[config.mk]
export PLATFORM = sky130hd
export DESIGN_NAME = tx_feeder
export DESIGN_NICKNAME = d
export VERILOG_FILES = /design/src/rtl/tx_feeder.sv
export SDC_FILE = /design/constraint.sdc
export NUM_CORES = 1
export LEC_CHECK = 0
export CORE_ASPECT_RATIO = 1.4
export CORE_MARGIN = 3
export CORE_UTILIZATION = 44
export DETAILED_ROUTE_END_ITERATION = 10
export HOLD_SLACK_MARGIN = 0.02
export MAX_ROUTING_LAYER = met4
export PLACE_DENSITY = 0.82
export SLEW_MARGIN = 20
export SYNTH_ARGS = -nofsm -noshare
export SYNTH_HDL_FRONTEND = slang
export SYNTH_SLANG_ARGS = --single-unit
[constraint.sdc]
create_clock -name clk -period 2.3 [get_ports clk]
set_input_delay 0.46 -clock clk [delete_from_list [all_inputs] [get_ports clk]]
set_output_delay 0.46 -clock clk [all_outputs]
set_load 0.01 [all_outputs]
[src/rtl/tx_feeder.sv]
// ---------------------------------------------------------------------------
// tx_feeder
//
// Purpose:
//   Transmit-side frame feeder. A one-cycle start pulse (btn_tick) causes the
//   block to read N_BYTES bytes from a synchronous buffer RAM (one cycle read
//   latency). Each byte is pushed into the UART TX FIFO with a single write
//   strobe. No write is ever issued while the FIFO reports full.
//
//   Per-byte sequence: FETCH (address stable, RAM read in flight) ->
//   LOAD (capture rd_data into w_data) -> PUSH (strobe when not full).
//   When the FIFO is never full this is 3 cycles per byte, and the frame
//   latency from btn_tick to done_tick is 3*N_BYTES+1 cycles.
//
// Optional feature (macro TX_FEEDER_CHECKSUM_EN):
//   An 8-bit running XOR of every written byte (low 8 bits of w_data) is
//   appended to the frame as one extra byte. This adds the states CSUM (load
//   the checksum into w_data) and CSUM_WR (write it under the same full rule
//   as PUSH). The frame is then N_BYTES+1 writes and the latency is
//   3*N_BYTES+3 cycles. This build requires DATA_W >= 8.
//
// Parameters:
//   DATA_W   byte width of the buffer data and the FIFO write data
//   ADDR_W   buffer address width
//   N_BYTES  frame length in bytes, 1..2**ADDR_W
//
// Ports:
//   clk        in   system clock, rising edge
//   reset      in   synchronous active-high reset
//   btn_tick   in   one-cycle start pulse; accepted only in IDLE
//   tx_full    in   TX FIFO full flag
//   rd_addr    out  buffer read address (ADDR_W)
//   rd_data    in   buffer read data, valid one clk after rd_addr (DATA_W)
//   w_data     out  registered byte to the TX FIFO (DATA_W)
//   wr_uart    out  FIFO write strobe, one cycle per byte
//   busy       out  high in every state except IDLE
//   done_tick  out  one-cycle pulse after the last byte is written
// ---------------------------------------------------------------------------
module tx_feeder #(
  parameter int DATA_W  = 8,
  parameter int ADDR_W  = 8,
  parameter int N_BYTES = 16
) (
  input  logic              clk,
  input  logic              reset,
  input  logic              btn_tick,
  input  logic              tx_full,
  output logic [ADDR_W-1:0] rd_addr,
  input  logic [DATA_W-1:0] rd_data,
  output logic [DATA_W-1:0] w_data,
  output logic              wr_uart,
  output logic              busy,
  output logic              done_tick
);

  // Address of the final byte. For N_BYTES = 2**ADDR_W this is all ones, and
  // the increment is never taken from it, so the address never wraps.
  localparam logic [ADDR_W-1:0] LAST_ADDR = ADDR_W'(N_BYTES - 1);

`ifdef TX_FEEDER_CHECKSUM_EN
  typedef enum logic [2:0] {
    IDLE    = 3'd0,
    FETCH   = 3'd1,
    LOAD    = 3'd2,
    PUSH    = 3'd3,
    DONE    = 3'd4,
    CSUM    = 3'd5,
    CSUM_WR = 3'd6
  } state_t;
`else
  typedef enum logic [2:0] {
    IDLE  = 3'd0,
    FETCH = 3'd1,
    LOAD  = 3'd2,
    PUSH  = 3'd3,
    DONE  = 3'd4
  } state_t;
`endif

  state_t            state_reg, state_next;
  logic [ADDR_W-1:0] rd_addr_reg, rd_addr_next;
  logic [DATA_W-1:0] w_data_reg, w_data_next;

`ifdef TX_FEEDER_CHECKSUM_EN
  logic [7:0]        csum_reg, csum_next;
`endif

  // -------------------------------------------------------------------------
  // State and datapath registers
  // -------------------------------------------------------------------------
  always_ff @(posedge clk) begin
    if (reset) begin
      state_reg   <= IDLE;
      rd_addr_reg <= '0;
      w_data_reg  <= '0;
`ifdef TX_FEEDER_CHECKSUM_EN
      csum_reg    <= '0;
`endif
    end else begin
      state_reg   <= state_next;
      rd_addr_reg <= rd_addr_next;
      w_data_reg  <= w_data_next;
`ifdef TX_FEEDER_CHECKSUM_EN
      csum_reg    <= csum_next;
`endif
    end
  end

  // -------------------------------------------------------------------------
  // Next-state and datapath update logic
  // -------------------------------------------------------------------------
  always_comb begin
    state_next   = state_reg;
    rd_addr_next = rd_addr_reg;
    w_data_next  = w_data_reg;
`ifdef TX_FEEDER_CHECKSUM_EN
    csum_next    = csum_reg;
`endif

    case (state_reg)
      IDLE: begin
        if (btn_tick) begin
          rd_addr_next = '0;
`ifdef TX_FEEDER_CHECKSUM_EN
          csum_next    = '0;
`endif
          state_next   = FETCH;
        end
      end

      // Address is held; the RAM read issued here is captured in LOAD.
      FETCH: begin
        state_next = LOAD;
      end

      LOAD: begin
        w_data_next = rd_data;
        state_next  = PUSH;
      end

      // A full FIFO simply stalls here with w_data and rd_addr untouched,
      // so no byte is lost or duplicated.
      PUSH: begin
        if (!tx_full) begin
`ifdef TX_FEEDER_CHECKSUM_EN
          csum_next = csum_reg ^ w_data_reg[7:0];
`endif
          if (rd_addr_reg == LAST_ADDR) begin
`ifdef TX_FEEDER_CHECKSUM_EN
            state_next = CSUM;
`else
            state_next = DONE;
`endif
          end else begin
            rd_addr_next = rd_addr_reg + 1'b1;
            state_next   = FETCH;
          end
        end
      end

`ifdef TX_FEEDER_CHECKSUM_EN
      // The checksum already includes the last data byte (folded in on the
      // PUSH write), so it can be loaded directly.
      CSUM: begin
        w_data_next = DATA_W'(csum_reg);
        state_next  = CSUM_WR;
      end

      CSUM_WR: begin
        if (!tx_full) begin
          state_next = DONE;
        end
      end
`endif

      // btn_tick is deliberately not looked at here: a new frame needs a
      // fresh pulse once back in IDLE.
      DONE: begin
        state_next = IDLE;
      end

      default: begin
        state_next = IDLE;
      end
    endcase
  end

  // -------------------------------------------------------------------------
  // Output logic (Moore on state; the write strobe is qualified by !tx_full)
  // -------------------------------------------------------------------------
  always_comb begin
    wr_uart   = 1'b0;
    done_tick = 1'b0;
    busy      = (state_reg != IDLE);

    // Strobes are gated by reset so an abandoned frame never emits a
    // write or a completion pulse in the reset cycle itself.
    if (!reset) begin
      case (state_reg)
        PUSH:    wr_uart   = !tx_full;
`ifdef TX_FEEDER_CHECKSUM_EN
        CSUM_WR: wr_uart   = !tx_full;
`endif
        DONE:    done_tick = 1'b1;
        default: begin
          wr_uart   = 1'b0;
          done_tick = 1'b0;
        end
      endcase
    end
  end

  assign rd_addr = rd_addr_reg;
  assign w_data  = w_data_reg;

endmodule

==> impl_metrics.csv, run 1 <==
group,metric,value,unit
run_status,run_status,"finished, final reports clean",
detailed_routing,wl_per_cell,14.3,um
cts,clk_latency,300,ps
setup_path,timing.critical_path.slowest_stage_cell,"sky130_fd_sc_hd__clkdlybuf4s50_1",
setup_path,critical-path-top-delay-family,"buffers and inverters",
detailed_routing,detailedRoute.firstIterationViolations,15,
logic_synthesis,yosys_most_used_dff,"sky130_fd_sc_hd__dfxtp_1",
grt,grt_antenna_before_repair,0,
logic_synthesis,syn-mean-instance-area,9.74,sq um
cts,htree_levels,1,
power,power.density_cell_area,510,mW/mm^2
cts,clock_edge_transition_at_the_registers_on_the_reported_setup_and_hold_paths,100,ps
detailed_routing,routed_length_on_met2,1.04,mm
final_layout,area_growth_from_synthesis_to_layout,39.6,%
setup_path,timing.setup.critical_path_class,"flop to output pin",
final_layout,final_core_utilization,68.5,%
grt,grt_pass1_vias,837,
logic_synthesis,synthesis.nets,106,
detailed_routing,ant_nets,0,
logic_synthesis,mappedNetlistArea,906,sq um
cts,clock_buffer_count_from_cts,3,
placed_design,placement.cell_area,0.00124,sq mm
logic_synthesis,async_reset_ff_share,0,%
logic_synthesis,synth.yosys.seq_area_share,42.0,%
min_path,worstHoldStart,"w_data[3]",
grt,grt_overflow_total,0,
grt,grtUsageTotal,19.0,%
logic_synthesis,synth_cell_types,39,
min_path,worst_min_path_class,"flop to flop",
logic_synthesis,synth_top_area_share,42.0,%
timing,period_share,90.0,%
setup_path,largest_stage_delay_worst_path,490,ps
placed_design,portBuffers,30,
setup_path,worst-path-max-fanout,8,
power,static-leakage-power,0.487,nW
setup_path,cp-endpoint,"busy",
placed_design,detailed_place_hpwl,1.62,mm
setup_path,regToRegStartpoint,"rd_addr[0]",
final_layout,antennaDiodeCount,0,
setup_path,setup.worst_path.start_class,"flop",
timing,maxClockFrequency,483,MHz
floorplan,chipWidth,44.3,um
detailed_routing,drc_errors,0,
placed_design,routabilityCongestion,0.867,
grt,grt_max_degree,15,
timing,timing_worst_slew_pin_value,341,ps
setup_path,timing.critical_path.depth,2,
setup_path,worst_setup_path_end_kind,"output pin",
floorplan,floorplan.die_area,0.00265,sq mm
detailed_routing,dr.max_layer_used,"met4",
run,max_cap_violations,0,
floorplan,rows,18,
detailed_routing,detail_route.vias_per_cell,5.85,
detailed_routing,firstDrtPassIters,4,
timing,period_minus_slack,2070,ps
logic_synthesis,synth-seq-cells,19,
cts,clock_tree.root_cell,"sky130_fd_sc_hd__clkbuf_4",
detailed_routing,total_vias_in_the_final_route,866,
logic_synthesis,yosys.area.top_type,"sky130_fd_sc_hd__dfxtp_1",
setup_path,worst_ep_required_time,1840,ps
grt,grt_first_pass_wirelength,3.59,mm
floorplan,design.core.area,0.00185,sq mm
floorplan,die-height,59.7,um
setup_path,crit-reg2reg-capture,"rd_addr[6]",
floorplan,starting_density_of_the_core,49.1,%
cts,clock_tree_from_tritoncts,"done",
cts,clock_sink_count,19,
logic_synthesis,synthCells,93,
final_layout,layout.cell_area.non_filler,0.00126,sq mm
setup_path,worst-path-buf-inv,1,
detailed_routing,routed_wirelength,2.12,mm
cts,cts-hold-fix-buffers,0,
final_layout,layout_cells_sized_above_1,15.6,%
power,peakVddDrop,0.000469,V
floorplan,number_of_top_level_pins,31,
setup_path,setup.worst_path.start,"state_reg[2]",
setup_path,critical_path_arrival,1610,ps
timing,slew_headroom,77.2,%
final_layout,layout.filler_cells,153,
logic_synthesis,yosys_warnings,0,
timing,setup_viol,0,
logic_synthesis,synth_enable_flop_cells,0,
setup_path,r2r.worst_path.cells,6,
final_layout,nNetsFinal,142,
cts,cts_max_path_buffers,2,
detailed_routing,m1WireLength,869,um
setup_path,worst-r2r-setup-slack,570,ps
timing,fin_worst_skew,3.31,ps
timing,finalMaxSlewViolations,0,
timing,setup_repair_after_global_routing_missed_its_margin,"false",
logic_synthesis,post_synth_main_area_contributors,"sky130_fd_sc_hd__dfxtp_1 42%, sky130_fd_sc_hd__mux2i_1 8.8%, sky130_fd_sc_hd__nor2_1 5.0%, sky130_fd_sc_hd__buf_6 2.5%, sky130_fd_sc_hd__nor3b_1 2.5%",
detailed_routing,met3WireLength,143,um
timing,hold_violations,0,
setup_path,timing.critical_path.cells,"or3_1 -> clkdlybuf4s50_1",
layer usage:
layer / vias to the layer above / GRT usage (%)
li1: 412 / -
met1: 417 / 21.7
met2: 31 / 29.4
met3: 6 / 4.52
met4: 0 / 12.1
met5: - / -
through the flow:
step	cells	power [mW]	hold WS [ps]	TNS, ps	setup slack, ps
finish	148	0.646	510	0	230
global route	148	0.681	540	0	143
CTS	148	0.653	512	0	58.9
detailed placement	144	0.485	487	-15.5	-15.5
global placement	144	0.481	471	0	18.1
floorplan	93	0.429	501	0	618
cell families (layout without fill, tap and decap cells):
logic type | after synthesis | count (layout) | share of synthesized area, %
simple gates | 37 | 37 | 23.5
compound gates | 21 | 21 | 18.4
mux | 9 | 9 | 10.1
flops | 19 | 19 | 42.0
buf+inv | 6 | 41 | 4.69
fa+ha+maj | 1 | 1 | 1.38
cell type report:
cell class                      instances  area (sq um)  area share (%)
Multi-Input combinational cell         68           483            38.2
Sequential cell                        19           380            30.1
Timing Repair Buffer                   36           347            27.4
Clock buffer                            4          26.3            2.08
Tap cell                               20          25.0            1.98
Inverter                                1          3.75           0.297
power breakdown:
part / total (mW) / switching [mW] / internal, mW / leakage (nW)
Clock: 0.169 / 0.101 / 0.0677 / 0.0150
Combinational: 0.120 / 0.0486 / 0.0710 / 0.318
Sequential: 0.357 / 0.0147 / 0.342 / 0.154
tightest hold or removal path, cell delays in order (launching register included):
cell	delay, ps
sky130_fd_sc_hd__dfxtp_1	340
sky130_fd_sc_hd__mux2i_1	70
sky130_fd_sc_hd__nor2_1	70
Yosys cell counts, drive strengths merged (2+ instances only):
cell / instances
nor3b: 3
dfxtp: 19
o21ai: 4
nand3: 4
a21oi: 5
nor2: 12
a31oi: 2
and3: 4
nor4b: 2
nand3b: 2
mux2i: 8
buf: 4
nand2: 4
cells in the final DEF, fill, tap and decap left out, types with 2 or more instances in the layout:
master                             n
sky130_fd_sc_hd__buf_4             6
sky130_fd_sc_hd__a21oi_1           4
sky130_fd_sc_hd__o21ai_0           3
sky130_fd_sc_hd__and3_2            2
sky130_fd_sc_hd__nand3b_1          2
sky130_fd_sc_hd__and3_1            2
sky130_fd_sc_hd__dfxtp_1          19
sky130_fd_sc_hd__clkbuf_4          3
sky130_fd_sc_hd__nor2_1           12
sky130_fd_sc_hd__nand2_1           3
sky130_fd_sc_hd__a31oi_1           2
sky130_fd_sc_hd__nor3b_1           3
sky130_fd_sc_hd__nor4b_1           2
sky130_fd_sc_hd__mux2i_1           8
sky130_fd_sc_hd__nand3_1           4
sky130_fd_sc_hd__clkdlybuf4s50_1  28
worst min-delay path by stage:
stage / endpoint / depth (start not counted)
after floorplan: rd_addr[7] / 1
after global placement: w_data[7] / 2
after detailed placement: w_data[3] / 2
after CTS: w_data[3] / 2
after global routing: w_data[7] / 2
final: w_data[3] / 2
what timing repair did:
action	CTS	global route
buffers inserted	0	0
resized for setup	1	1
endpoints found under the setup margin	1	1
No activity file was read; power rests on OpenSTA's default activity.
==> run 2, diff against run 1 <==
TNS_END_PERCENT = 5   (was not set)
==> results of run 2 <==
The final DEF is identical to that of run 1; final timing and power are the same.
